### src/rtl/comm_rx.sv
// 8N1 serial receiver for the j1soc comm link: synchronizer, bit-sampling FSM
// and a small circular byte FIFO with valid/ready pop.
module comm_rx #(
   parameter int unsigned CLK_DIV    = 434,
   parameter int unsigned FIFO_DEPTH = 4
) (
   input  logic       sys_clk_i,
   input  logic       sys_rst_i,
   input  logic       c_tx,
   input  logic       c_bussy,
   output logic [7:0] rx_data,
   output logic       rx_valid,
   input  logic       rx_ready,
   output logic       frame_err,
   output logic       overrun,
   output logic       rx_busy,
   output logic       link_active
);

   localparam int unsigned BW = (CLK_DIV > 1) ? $clog2(CLK_DIV) : 1;
   localparam int unsigned AW = $clog2(FIFO_DEPTH);
   localparam logic [BW-1:0] BAUD_FULL = BW'(CLK_DIV - 1);
   localparam logic [BW-1:0] BAUD_HALF = BW'(CLK_DIV / 2 - 1);

   typedef enum logic [1:0] {IDLE, START, DATA, STOP} state_e;

   state_e        state_q, state_d;
   logic          sync1_q, sync2_q, prev_q;
   logic [BW-1:0] baud_q, baud_d;
   logic [2:0]    bit_q, bit_d;
   logic [7:0]    shift_q, shift_d;
   logic [AW:0]   wr_ptr_q, wr_ptr_d, rd_ptr_q, rd_ptr_d;
   logic          fe_q, fe_d, ov_q, ov_d, link_q;
   logic [7:0]    mem_q [FIFO_DEPTH];

   logic push, push_ok, pop, empty, full;

   always_comb begin
      state_d = state_q;
      baud_d  = baud_q;
      bit_d   = bit_q;
      shift_d = shift_q;
      push    = 1'b0;
      fe_d    = 1'b0;
      unique case (state_q)
         IDLE: begin
            if (prev_q && !sync2_q) begin
               state_d = START;
               bit_d   = '0;
               baud_d  = BAUD_HALF;
            end
         end
         START: begin
            if (baud_q == '0) begin
               if (!sync2_q) begin
                  state_d = DATA;
                  baud_d  = BAUD_FULL;
               end else begin
                  state_d = IDLE;
               end
            end else begin
               baud_d = baud_q - 1'b1;
            end
         end
         DATA: begin
            if (baud_q == '0) begin
               shift_d = {sync2_q, shift_q[7:1]};
               baud_d  = BAUD_FULL;
               bit_d   = bit_q + 3'd1;
               if (bit_q == 3'd7) state_d = STOP;
            end else begin
               baud_d = baud_q - 1'b1;
            end
         end
         STOP: begin
            if (baud_q == '0) begin
               state_d = IDLE;
               if (sync2_q) push = 1'b1;
               else         fe_d = 1'b1;
            end else begin
               baud_d = baud_q - 1'b1;
            end
         end
         default: state_d = IDLE;
      endcase
   end

   // Full when pointers alias on the index bits but differ in the wrap bit.
   assign empty   = (wr_ptr_q == rd_ptr_q);
   assign full    = (wr_ptr_q[AW] != rd_ptr_q[AW]) &&
                    (wr_ptr_q[AW-1:0] == rd_ptr_q[AW-1:0]);
   assign pop     = rx_ready && !empty;
   assign push_ok = push && (!full || pop);
   assign ov_d    = push && full && !pop;
   assign wr_ptr_d = wr_ptr_q + (AW+1)'(push_ok);
   assign rd_ptr_d = rd_ptr_q + (AW+1)'(pop);

   always_ff @(posedge sys_clk_i) begin
      if (sys_rst_i) begin
         state_q  <= IDLE;
         sync1_q  <= 1'b1;
         sync2_q  <= 1'b1;
         prev_q   <= 1'b1;
         baud_q   <= '0;
         bit_q    <= '0;
         shift_q  <= '0;
         wr_ptr_q <= '0;
         rd_ptr_q <= '0;
         fe_q     <= 1'b0;
         ov_q     <= 1'b0;
         link_q   <= 1'b0;
      end else begin
         state_q  <= state_d;
         sync1_q  <= c_tx;
         sync2_q  <= sync1_q;
         prev_q   <= sync2_q;
         baud_q   <= baud_d;
         bit_q    <= bit_d;
         shift_q  <= shift_d;
         wr_ptr_q <= wr_ptr_d;
         rd_ptr_q <= rd_ptr_d;
         fe_q     <= fe_d;
         ov_q     <= ov_d;
         link_q   <= c_bussy || (state_q != IDLE);
      end
   end

   always_ff @(posedge sys_clk_i) begin
      if (push_ok) mem_q[wr_ptr_q[AW-1:0]] <= shift_q;
   end

   assign rx_data     = mem_q[rd_ptr_q[AW-1:0]];
   assign rx_valid    = !empty;
   assign frame_err   = fe_q;
   assign overrun     = ov_q;
   assign rx_busy     = (state_q != IDLE);
   assign link_active = link_q;

endmodule

### config.mk
export PLATFORM = sky130hd
export DESIGN_NAME = comm_rx
export DESIGN_NICKNAME = d
export VERILOG_FILES = /design/src/rtl/comm_rx.sv
export SDC_FILE = /design/constraint.sdc
export NUM_CORES = 1
export LEC_CHECK = 0
export ABC_CLOCK_PERIOD_IN_PS = 4200
export BUFFER_PORTS_ARGS = -buffer_cell sky130_fd_sc_hd__clkbuf_2
export CORE_UTILIZATION = 40
export DETAILED_ROUTE_END_ITERATION = 16
export MAX_ROUTING_LAYER = met4
export SLEW_MARGIN = 30
export SYNTH_ARGS = -nofsm -noshare
export SYNTH_HDL_FRONTEND = slang
export SYNTH_SLANG_ARGS = --single-unit
### constraint.sdc
create_clock -name sys_clk_i -period 4.2 [get_ports sys_clk_i]
set_clock_uncertainty 0.05 [all_clocks]
set_input_delay 0 -clock sys_clk_i [delete_from_list [all_inputs] [get_ports sys_clk_i]]
set_output_delay 0 -clock sys_clk_i [all_outputs]
set_load 0.005 [all_outputs]
==> flow_metrics.env, run 1 <==
export IMPL_top_layer_used="met4"
export IMPL_grt_pass1_vias=1899
export IMPL_antenna_found_initial=0
export IMPL_crit_required_ps=4120
export IMPL_crit_fanout=8
export IMPL_powerDensity_nw_per_um2=472
export IMPL_drtAntennaViolNets=0
export IMPL_period_minus_slack_ps=2530
export IMPL_grt_pass1_wl_mm=9.35
export IMPL_clk_path_buf_depth=2
export IMPL_maxCapViolCount=0
export IMPL_area_growth_syn_to_layout_pct=15.1
export IMPL_clock_latency_ps=340
export IMPL_ys_ff_latch=66
export IMPL_portBuffers=17
export IMPL_swShare_pct=26.9
export IMPL_post_cts_buffers=0
export IMPL_clkSlewWorstSetupHoldPaths_ps=80
export IMPL_viasPerCell=5.26
export IMPL_wl_mm=5.53
export IMPL_die_y_um=87.6
export IMPL_dr_pass1_iters=4
export IMPL_critPathLaunchType="flop"
export IMPL_power_net_switching_uw=429
export IMPL_start_util_pct=42.2
export IMPL_num_nets_final=283
export IMPL_p_int_mw=1.16
export IMPL_crit_chain="inv_1, ha_1, nor4b_4, nand2_2, or3_4, nor3b_2"
export IMPL_track_usage_pct=16.9
export IMPL_rsz0062_at_grt="no"
export IMPL_grt_max_degree=37
export IMPL_setup_viol=0
export IMPL_synth_ff_type="dfxtp_1"
export IMPL_synth_top_area_share_pct=32.8
export IMPL_drv_slew=0
export IMPL_io_pin_count=18
export IMPL_placed_cells=348
export IMPL_die_w_um=87.6
export IMPL_hpwl_mm=3.57
export IMPL_gr_total_overflow=0
export IMPL_critPathBufInv=1
export IMPL_tritoncts="yes"
export IMPL_cts_root_buffer="clkbuf_8"
export IMPL_place_congestion=0.864
export IMPL_met2_length_mm=2.48
export IMPL_rows=30
export IMPL_stdcell_count=367
export IMPL_final_core_util_pct=48.6
export IMPL_synth_area_top_cells="edfxtp_1 33%, dfxtp_1 23%, mux4_2 6.1%, ha_1 5.1%, a21oi_1 3.2%"
export IMPL_clkPwrFrac_pct=41.4
export IMPL_vias=1931
export IMPL_synth_area_um2=2930
export IMPL_synth_edf_count=32
export IMPL_ys_seq_area_share_pct=56.0
export IMPL_drt_met1_wl_mm=2.72
export IMPL_cp_slowest_stage_delay_ps=610
export IMPL_hold_viol=0
export IMPL_peakVddDrop_mv=0.182
export IMPL_wl_met3_um=227
export IMPL_drc=0
export IMPL_cts_num_sinks=66
export IMPL_power_leakage_nw=1.26
export IMPL_p_seq_share_pct=44.4
export IMPL_synth_top_cell_by_area="edfxtp_1"
export IMPL_tns_ps=0
export IMPL_cpMaxStageDelayCell="nor3b_2"
export IMPL_drtIter0Drc=102
export IMPL_outcome="finished, final reports clean"
export IMPL_synthArstFlopShare_pct=0
export IMPL_pwr_share_comb_pct=14.2
export IMPL_netlist_top_cells_count="34 x dfxtp_1, 32 x edfxtp_1, 19 x a21oi_1"
export IMPL_max_freq_ghz=0.396
export IMPL_startpoint="baud_q[0]"
export IMPL_syn_inst=245
export IMPL_hp_class="input pin to flop"
export IMPL_worstPathArrival_ps=2450
export IMPL_synth_cell_type_count=54
export IMPL_drive_gt1_share_pct=20.7
export IMPL_syn_avg_cell_area_um2=12.0
export IMPL_max_slew_margin_pct=50.2
export IMPL_yosysWarnings=0
export IMPL_min_delay_start="sys_rst_i"
export IMPL_worstSetupPathType="flop to flop"
export IMPL_crit_family="simple AND/OR/NAND/NOR gates"
export IMPL_fin_crit_sh_pct=60.1
export IMPL_diodes=0
export IMPL_synth_most_common_cell="dfxtp_1"
export IMPL_nFillCells=612
export IMPL_syn_num_nets=262
export IMPL_worstSetupEndpointType="flop"
export IMPL_dieArea_um2=7680
export IMPL_r2r_start="baud_q[0]"
export IMPL_wl_per_cell_um=15.1
export IMPL_tightest_slew_ps=746
export IMPL_core_area_um2=6940
export IMPL_cts_max_level=3
export IMPL_cts_made_buffers=9
-- state kept, by name (all words and copies together) (netlist names), named ones only --
signal	count
state_q	1
mem_q	32
overrun	1
sync2_q	1
rd_ptr_q	3
wr_ptr_q	3
bit_q	3
sync1_q	1
link_active	1
frame_err	1
shift_q	8
baud_q	9
prev_q	1
-- worst register-to-register path: stages (launching register included) --
cell and delay, ps:
dfxtp_1 340, inv_1 80, ha_1 220, nor4b_4 310, nand2_2 170, or3_4 380, nor3b_2 610
-- cells in the final DEF (no fill, tap or decap), types with 5 or more instances in the layout --
| master | n |
|---|---|
| a21oi_1 | 19 |
| nor2_1 | 13 |
| clkbuf_2 | 17 |
| nor2b_1 | 7 |
| clkbuf_8 | 9 |
| nand2_1 | 11 |
| o21ai_0 | 5 |
| ha_1 | 12 |
| edfxtp_1 | 32 |
| mux4_2 | 8 |
| inv_1 | 10 |
| dfxtp_1 | 34 |
| nand3_1 | 8 |
| nor3_1 | 8 |
| a31oi_1 | 5 |
-- per-layer routing --
metal,vias to the layer above,GRT usage [%]
met1,913,21.6
met4,0,8.49
li1,963,-
met3,10,3.39
met2,45,25.4
met5,-,-
-- repair_timing --
item	4_1_cts	5_1_grt
resized for setup	0	0
endpoints found under the hold margin	3	0
hold buffers	3	0
-- logic make-up (layout without fill, tap and decap cells) --
group / after synthesis / in the layout / share of synthesized area (%)
xor gates and xnor gates: 5 / 5 / 1.49
muxes: 11 / 11 / 7.21
buffers and inverters: 23 / 49 / 3.28
DFF: 66 / 66 / 56.0
adders and majority gates: 12 / 12 / 5.12
AOI/OAI and AO/OA: 49 / 49 / 10.7
and+or+nand+nor: 79 / 79 / 16.2
-- worst paths after layout --
check	end	slack [ps]	cells after the start
max reg2reg	mem_q[2][6]	1670	6
min reg2reg	sync2_q	360	1
min	shift_q[7]	280	2
max	mem_q[2][6]	1670	6
-- per-stage QoR --
| stage | setup WS (ps) | area [um2] | power [mW] | hold WS (ps) |
|---|---|---|---|---|
| after global placement | 1720 | 3100 | 0.944 | 134 |
| final | 1670 | 3380 | 1.59 | 280 |
| after floorplan | 1730 | 2930 | 0.893 | 53.8 |
| after CTS | 1660 | 3380 | 1.61 | 293 |
| after global routing | 1440 | 3380 | 1.66 | 319 |
| after detailed placement | 1690 | 3100 | 0.945 | 137 |
-- cell type report --
type                       count  area, um2  area share, %
clock inverter                 7        124           3.67
multi-input combinational    156       1190           35.4
tap                           96        120           3.56
timing repair buffer          22        130           3.85
clock buffer                   9        124           3.67
sequential                    66       1640           48.6
inverter                      11       41.3           1.22
-- power by group through the flow --
stage / registers (mW) / clock network, mW / logic [mW]
final: 0.708 / 0.660 / 0.226
after global routing: 0.711 / 0.702 / 0.252
after CTS: 0.707 / 0.677 / 0.226
after detailed placement: 0.722 / 0 / 0.224
after global placement: 0.722 / 0 / 0.222
after floorplan: 0.717 / 0 / 0.177
Power figures use the tool's default switching activity.
==> inputs of run 2 (changes only) <==
ABC_CLOCK_PERIOD_IN_PS = 2500   (was 4200)
clock period = 2.5 ns   (was 4.2 ns; I/O delays follow)
==> run 2 against run 1 <==
  * Utilization rose by 0.52 points
  * Sequential power grew 67%
  * Cell count up 2.2%
  * Critical path depth is 1 higher
  * Worst setup slack worse by 1400 ps
  * Global-route usage down 0.78 points
  * Hold slack lost 14 ps
  * Cell area rose by 1.1%
  * Power up 64%
  * Fmax is 12% higher
  * Critical endpoint is now mem_q[3][4]
  * Largest cell class unchanged
  * Largest power group unchanged
  * Highest routed layer unchanged
==> flow_metrics.env, run 2 (synthesis results as in run 1) <==
export IMPL_start_util_pct=42.2
export IMPL_hp_class="input pin to flop"
export IMPL_drv_slew=0
export IMPL_largest_register_ffs=32
export IMPL_clock_latency_ps=350
export IMPL_grt_pass1_vias=1800
export IMPL_drtAntennaViolNets=0
export IMPL_reg2reg_depth=7
export IMPL_antenna_found_initial=0
export IMPL_io_pin_count=18
export IMPL_wl_per_cell_um=14.2
export IMPL_grt_pass1_wl_mm=8.89
export IMPL_hold_path_depth=2
export IMPL_final_common_cell="dfxtp_1"
export IMPL_track_usage_pct=16.1
export IMPL_die_y_um=87.6
export IMPL_die_w_um=87.6
export IMPL_tritoncts="yes"
export IMPL_min_delay_worst_endpoint="rd_ptr_q[2]"
export IMPL_busiest_layer="met2"
export IMPL_timing_rr_end="mem_q[3][4]"
export IMPL_clk_path_buf_depth=2
export IMPL_max_slew_margin_pct=50.5
export IMPL_min_delay_start="sys_rst_i"
export IMPL_cts_root_buffer="clkbuf_8"
export IMPL_tightest_slew_ps=743
export IMPL_diodes=0
export IMPL_crit_required_ps=2460
export IMPL_place_congestion=0.798
export IMPL_r2r_start="baud_q[0]"
export IMPL_hold_viol=0
export IMPL_portBuffers=17
export IMPL_layout_cells_most_common_list="34 x dfxtp_1, 32 x edfxtp_1, 19 x a21oi_1"
export IMPL_cts_max_level=3
export IMPL_clkSlewWorstSetupHoldPaths_ps=80
export IMPL_gr_total_overflow=0
export IMPL_fin_crit_sh_pct=90.0
export IMPL_nFillCells=635
export IMPL_setup_viol=0
export IMPL_core_area_um2=6940
export IMPL_peakVddDrop_mv=0.302
export IMPL_worstPathArrival_ps=2210
export IMPL_power_leakage_nw=1.30
export IMPL_dr_pass1_iters=4
export IMPL_max_freq_ghz=0.445
export IMPL_num_nets_final=291
export IMPL_rows=30
export IMPL_total_power_mw=2.61
export IMPL_worstSetupEndpointType="flop"
export IMPL_crit_fanout=8
export IMPL_ctsResizeCount=0
export IMPL_drc=0
export IMPL_viasPerCell=5.21
export IMPL_hpwl_mm=3.59
export IMPL_powerDensity_nw_per_um2=765
export IMPL_area_growth_syn_to_layout_pct=16.3
export IMPL_hold_buffers=3
export IMPL_maxCapViolCount=0
export IMPL_met2_usage_pct=22.7
export IMPL_drive_gt1_share_pct=22.9
export IMPL_cts_num_sinks=66
export IMPL_vias=1953
export IMPL_outcome="finished, final reports clean"
export IMPL_tns_ps=0
export IMPL_regToRegSetupSlack_ps=250
export IMPL_period_minus_slack_ps=2250
export IMPL_dieArea_um2=7680
export IMPL_grt_max_degree=37
export IMPL_use_met3_pct=5.75
export IMPL_rsz0062_at_grt="no"
export IMPL_wl_mm=5.34
export IMPL_critPathLaunchType="flop"
export IMPL_drtIter0Drc=77
export IMPL_post_cts_buffers=0
export IMPL_worstSetupPathType="flop to flop"
export IMPL_met1_usage_pct=20.7
export IMPL_cts_made_buffers=9
[run 2: cell types whose count changed in the layout (fill, tap and decap cells not counted), sizes merged]
cell / change
clkinv: +2
clkinvlp: -1
buf: +8
bufinv: -1
[run 2: critical path, stage by stage, from the launching register on]
cell and delay, ps:
dfxtp_1 340, inv_1 90, ha_1 220, nor4b_4 340
nand2_2 90, or3_4 360, inv_2 70, and3_1 360
[run 2: cell type report]
class                      count  area [um2]  area share, %
timing repair buffer          30         190           5.57
sequential                    66        1640           48.1
clock inverter                 7         100           2.93
clock buffer                   9         124           3.63
multi-input combinational    156        1190           35.0
tap                           96         120           3.52
inverter                      11        41.3           1.21
[run 2: metal layers]
metal,vias to the layer above,wire (um)
li1,973,-
met1,930,2710
met2,41,2320
met3,9,206
met4,0,102
met5,-,0
[run 2: worst max path at each step]
| stage | startpoint | to | cells after the start | slack [ps] |
|---|---|---|---|---|
| after global placement | baud_q[0] | mem_q[3][4] | 7 | 310 |
| after floorplan | baud_q[0] | mem_q[1][0] | 6 | 30 |
| final | baud_q[0] | mem_q[3][4] | 7 | 250 |
| after detailed placement | baud_q[0] | mem_q[3][3] | 7 | 260 |
| after global routing | baud_q[0] | mem_q[3][4] | 7 | 120 |
| after CTS | baud_q[0] | mem_q[3][4] | 7 | 240 |
[run 2: power breakdown]
group / internal, mW / switching [mW]
Combinational: 0.167 / 0.256
Clock: 0.570 / 0.435
Sequential: 1.15 / 0.0356
Total: 1.88 / 0.726
[run 2: through the flow]
stage | instance area, um2 | hold slack, ps | cells | worst slack, ps | util (%)
global route | 3410 | 291 | 375 | 116 | 49.1
floorplan | 2930 | 53.8 | 245 | 33.8 | -
global placement | 3160 | 135 | 356 | 306 | 45.5
detailed placement | 3160 | 143 | 356 | 257 | 45.5
finish | 3410 | 266 | 375 | 250 | 49.1
CTS | 3410 | 263 | 375 | 243 | 49.1
==> inputs of run 3 (changes only) <==
ABC_AREA = 1   (was not set)
SLEW_MARGIN = 20   (was 30)
==> run 3 against run 2 <==
  * Fmax grew 13%
  * Synthesized area rose by 0.73%
  * Synthesized cell count grew 31%
  * Register-to-register slack gained 250 ps
  * Critical path depth grew 2
  * Cell area grew 0.59%
  * Critical endpoint is now mem_q[1][0]
  * Via count is 8.9% higher
  * Count of clock-buffer cells in the layout did not move
==> flow_metrics.env, run 3 <==
export IMPL_ys_seq_area_share_pct=55.6
export IMPL_synth_most_common_cell="nor2_1"
export IMPL_place_area_um2=3160
export IMPL_vias=2126
export IMPL_yosysWarnings=0
export IMPL_portBuffers=17
export IMPL_area_growth_syn_to_layout_pct=16.2
export IMPL_clk_path_buf_depth=2
export IMPL_rows=30
export IMPL_tns_ps=0
export IMPL_diodes=0
export IMPL_rsz0062_at_grt="no"
export IMPL_syn_inst=322
export IMPL_netlist_top_cells_count="52 x nor2_1, 43 x nand2_1, 36 x inv_1"
export IMPL_cpMaxStageDelayCell="dfxtp_1"
export IMPL_crit_chain="inv_1, ha_1, nand2_4, nor2_8, nand4_2, nor2_2, inv_2, nor3_1, buf_4"
export IMPL_antenna_found_initial=0
export IMPL_stdcell_count=451
export IMPL_core_area_um2=6940
export IMPL_wl_per_cell_um=12.5
export IMPL_drtIter0Drc=109
export IMPL_drtAntennaViolNets=0
export IMPL_powerDensity_nw_per_um2=791
export IMPL_wl_mm=5.64
export IMPL_start_util_pct=42.5
export IMPL_synthMuxAreaShare_pct=0
export IMPL_num_nets_final=367
export IMPL_grt_max_degree=19
export IMPL_cp_slowest_stage_delay_ps=320
export IMPL_gr_total_overflow=0
export IMPL_synth_compound_area_share_pct=10.5
export IMPL_die_w_um=87.9
export IMPL_tightest_slew_ps=471
export IMPL_drive_gt1_share_pct=15.5
export IMPL_dieArea_um2=7730
export IMPL_syn_num_nets=339
export IMPL_reg2reg_depth=9
export IMPL_ys_ff_latch=66
export IMPL_outcome="finished, final reports clean"
export IMPL_maxCapViolCount=0
export IMPL_dr_pass1_iters=4
export IMPL_synth_simple_area_share_pct=20.8
export IMPL_synth_ff_type="dfxtp_1"
export IMPL_die_y_um=87.9
export IMPL_worstPathArrival_ps=2000
export IMPL_design_area_um2=3430
export IMPL_period_minus_slack_ps=2000
export IMPL_grt_pass1_wl_mm=9.44
export IMPL_syn_avg_cell_area_um2=9.17
export IMPL_crit_fanout=8
export IMPL_power_leakage_nw=1.41
export IMPL_max_slew_margin_pct=68.5
export IMPL_tritoncts="yes"
export IMPL_r2r_start="baud_q[0]"
export IMPL_synthArstFlopShare_pct=0
export IMPL_cts_root_buffer="clkbuf_8"
export IMPL_viasPerCell=4.71
export IMPL_cts_made_buffers=9
export IMPL_peakVddDrop_mv=0.787
export IMPL_synth_cell_type_count=31
export IMPL_clkSlewWorstSetupHoldPaths_ps=70
export IMPL_drv_slew=0
export IMPL_drc=0
export IMPL_fin_crit_sh_pct=79.8
export IMPL_hp_class="input pin to flop"
export IMPL_synth_xor_area_share_pct=1.78
export IMPL_grt_pass1_vias=1999
export IMPL_dpl_worst_slack_ps=503
export IMPL_holdWs_ps=35.9
export IMPL_cts_num_sinks=66
export IMPL_synth_top_family_by_area="simple AND/OR/NAND/NOR gates"
export IMPL_crit_path_end="mem_q[1][0]"
export IMPL_regToRegSetupSlack_ps=500
export IMPL_hold_viol=0
export IMPL_layout_cells_most_common_list="52 x nor2_1, 43 x nand2_1, 36 x inv_1"
export IMPL_place_congestion=0.805
export IMPL_worstSetupEndpointType="flop"
export IMPL_critPathLaunchType="flop"
export IMPL_max_freq_ghz=0.501
export IMPL_synth_top_area_share_pct=32.5
export IMPL_cts_max_level=3
export IMPL_largest_register_ffs=32
export IMPL_synth_top_cell_by_area="edfxtp_1"
export IMPL_track_usage_pct=17.3
export IMPL_hpwl_mm=4.08
export IMPL_synth_area_um2=2950
export IMPL_clock_latency_ps=340
export IMPL_fin_ws_ps=504
export IMPL_synth_area_top_cells="edfxtp_1 33%, dfxtp_1 23%, nor2_1 6.6%, nand2_1 5.5%, ha_1 5.1%"
export IMPL_yosys_area_share_adder_pct=5.08
export IMPL_final_common_cell="nor2_1"
export IMPL_timing_rr_end="mem_q[1][0]"
export IMPL_synth_edf_count=32
export IMPL_worstSetupPathType="flop to flop"
export IMPL_placed_cells=432
export IMPL_startpoint="baud_q[0]"
export IMPL_setup_viol=0
export IMPL_crit_required_ps=2500
export IMPL_io_pin_count=18
[run 3: changes by cell type in the layout (fill, tap and decap cells not counted), moves of 5 or more]
cell / before / now
a31oi_1: 5 / 0
buf_4: 10 / 5
inv_1: 10 / 36
mux4_2: 8 / 0
nand2_1: 11 / 43
nor2_1: 13 / 52
nor2b_1: 7 / 0
o21ai_0: 5 / 25
o22ai_1: 0 / 8
[run 3: worst min-delay path by stage]
stage | start | to | slack (ps) | cells past startpoint
final | sys_rst_i | flop | 40 | 2
after CTS | sys_rst_i | flop | 40 | 2
after global routing | sys_rst_i | baud_q[4] | 60 | 2
after floorplan | c_tx | sync1_q | 50 | 1
after detailed placement | c_tx | sync1_q | 140 | 2
after global placement | c_tx | sync1_q | 140 | 2
[run 3: logic make-up (layout without fill, tap and decap cells)]
logic type      count (synthesis)  in the layout
buf+inv                        47             80
simple gates                  132            132
compound gates                 59             59
xor+xnor                        6              6
flops                          66             66
fa+ha+maj                      12             12
[run 3: repair_timing]
item	in CTS	in global routing
buffers inserted	0	0
hold endpoints to repair	3	0
resized for setup	0	0
hold buffers	3	0
[run 3: cell type report]
cell class	instances	area, um2
fill	647	3510
sequential	66	1640
multi-input combinational	209	1130
timing repair buffer	25	153
inverter	39	149
clock buffer	9	124
tap	96	120
clock inverter	7	116
[run 3: report_power, final]
group | internal (mW) | switching [mW]
clock | 0.662 | 0.400
combinational | 0.158 | 0.300
sequential | 1.16 | 0.0393
total | 1.98 | 0.739
[run 3: worst max-delay path: cells and delay by family, from the launching register on]
kind | cells | cell delay [ps]
adder cells (fa/ha/maj) | 1 | 260
buffers and inverters | 3 | 360
flip-flops | 1 | 320
AND/OR/NAND/NOR | 5 | 710
[run 3: metal layers]
metal  up-vias  GRT usage [%]  routed length [um]
li1       1127              -                   -
met1       955           19.7                2570
met2        35           28.5                2780
met3         9           5.94                 200
met4         0           5.81                  85
met5         -              -                   0
[run 3: stage by stage]
| stage | utilization [%] | power [mW] |
|---|---|---|
| after global routing | 49.4 | 2.86 |
| after global placement | 45.5 | 1.67 |
| after floorplan | - | 1.58 |
| final | 49.4 | 2.72 |
| after CTS | 49.4 | 2.75 |
| after detailed placement | 45.5 | 1.67 |
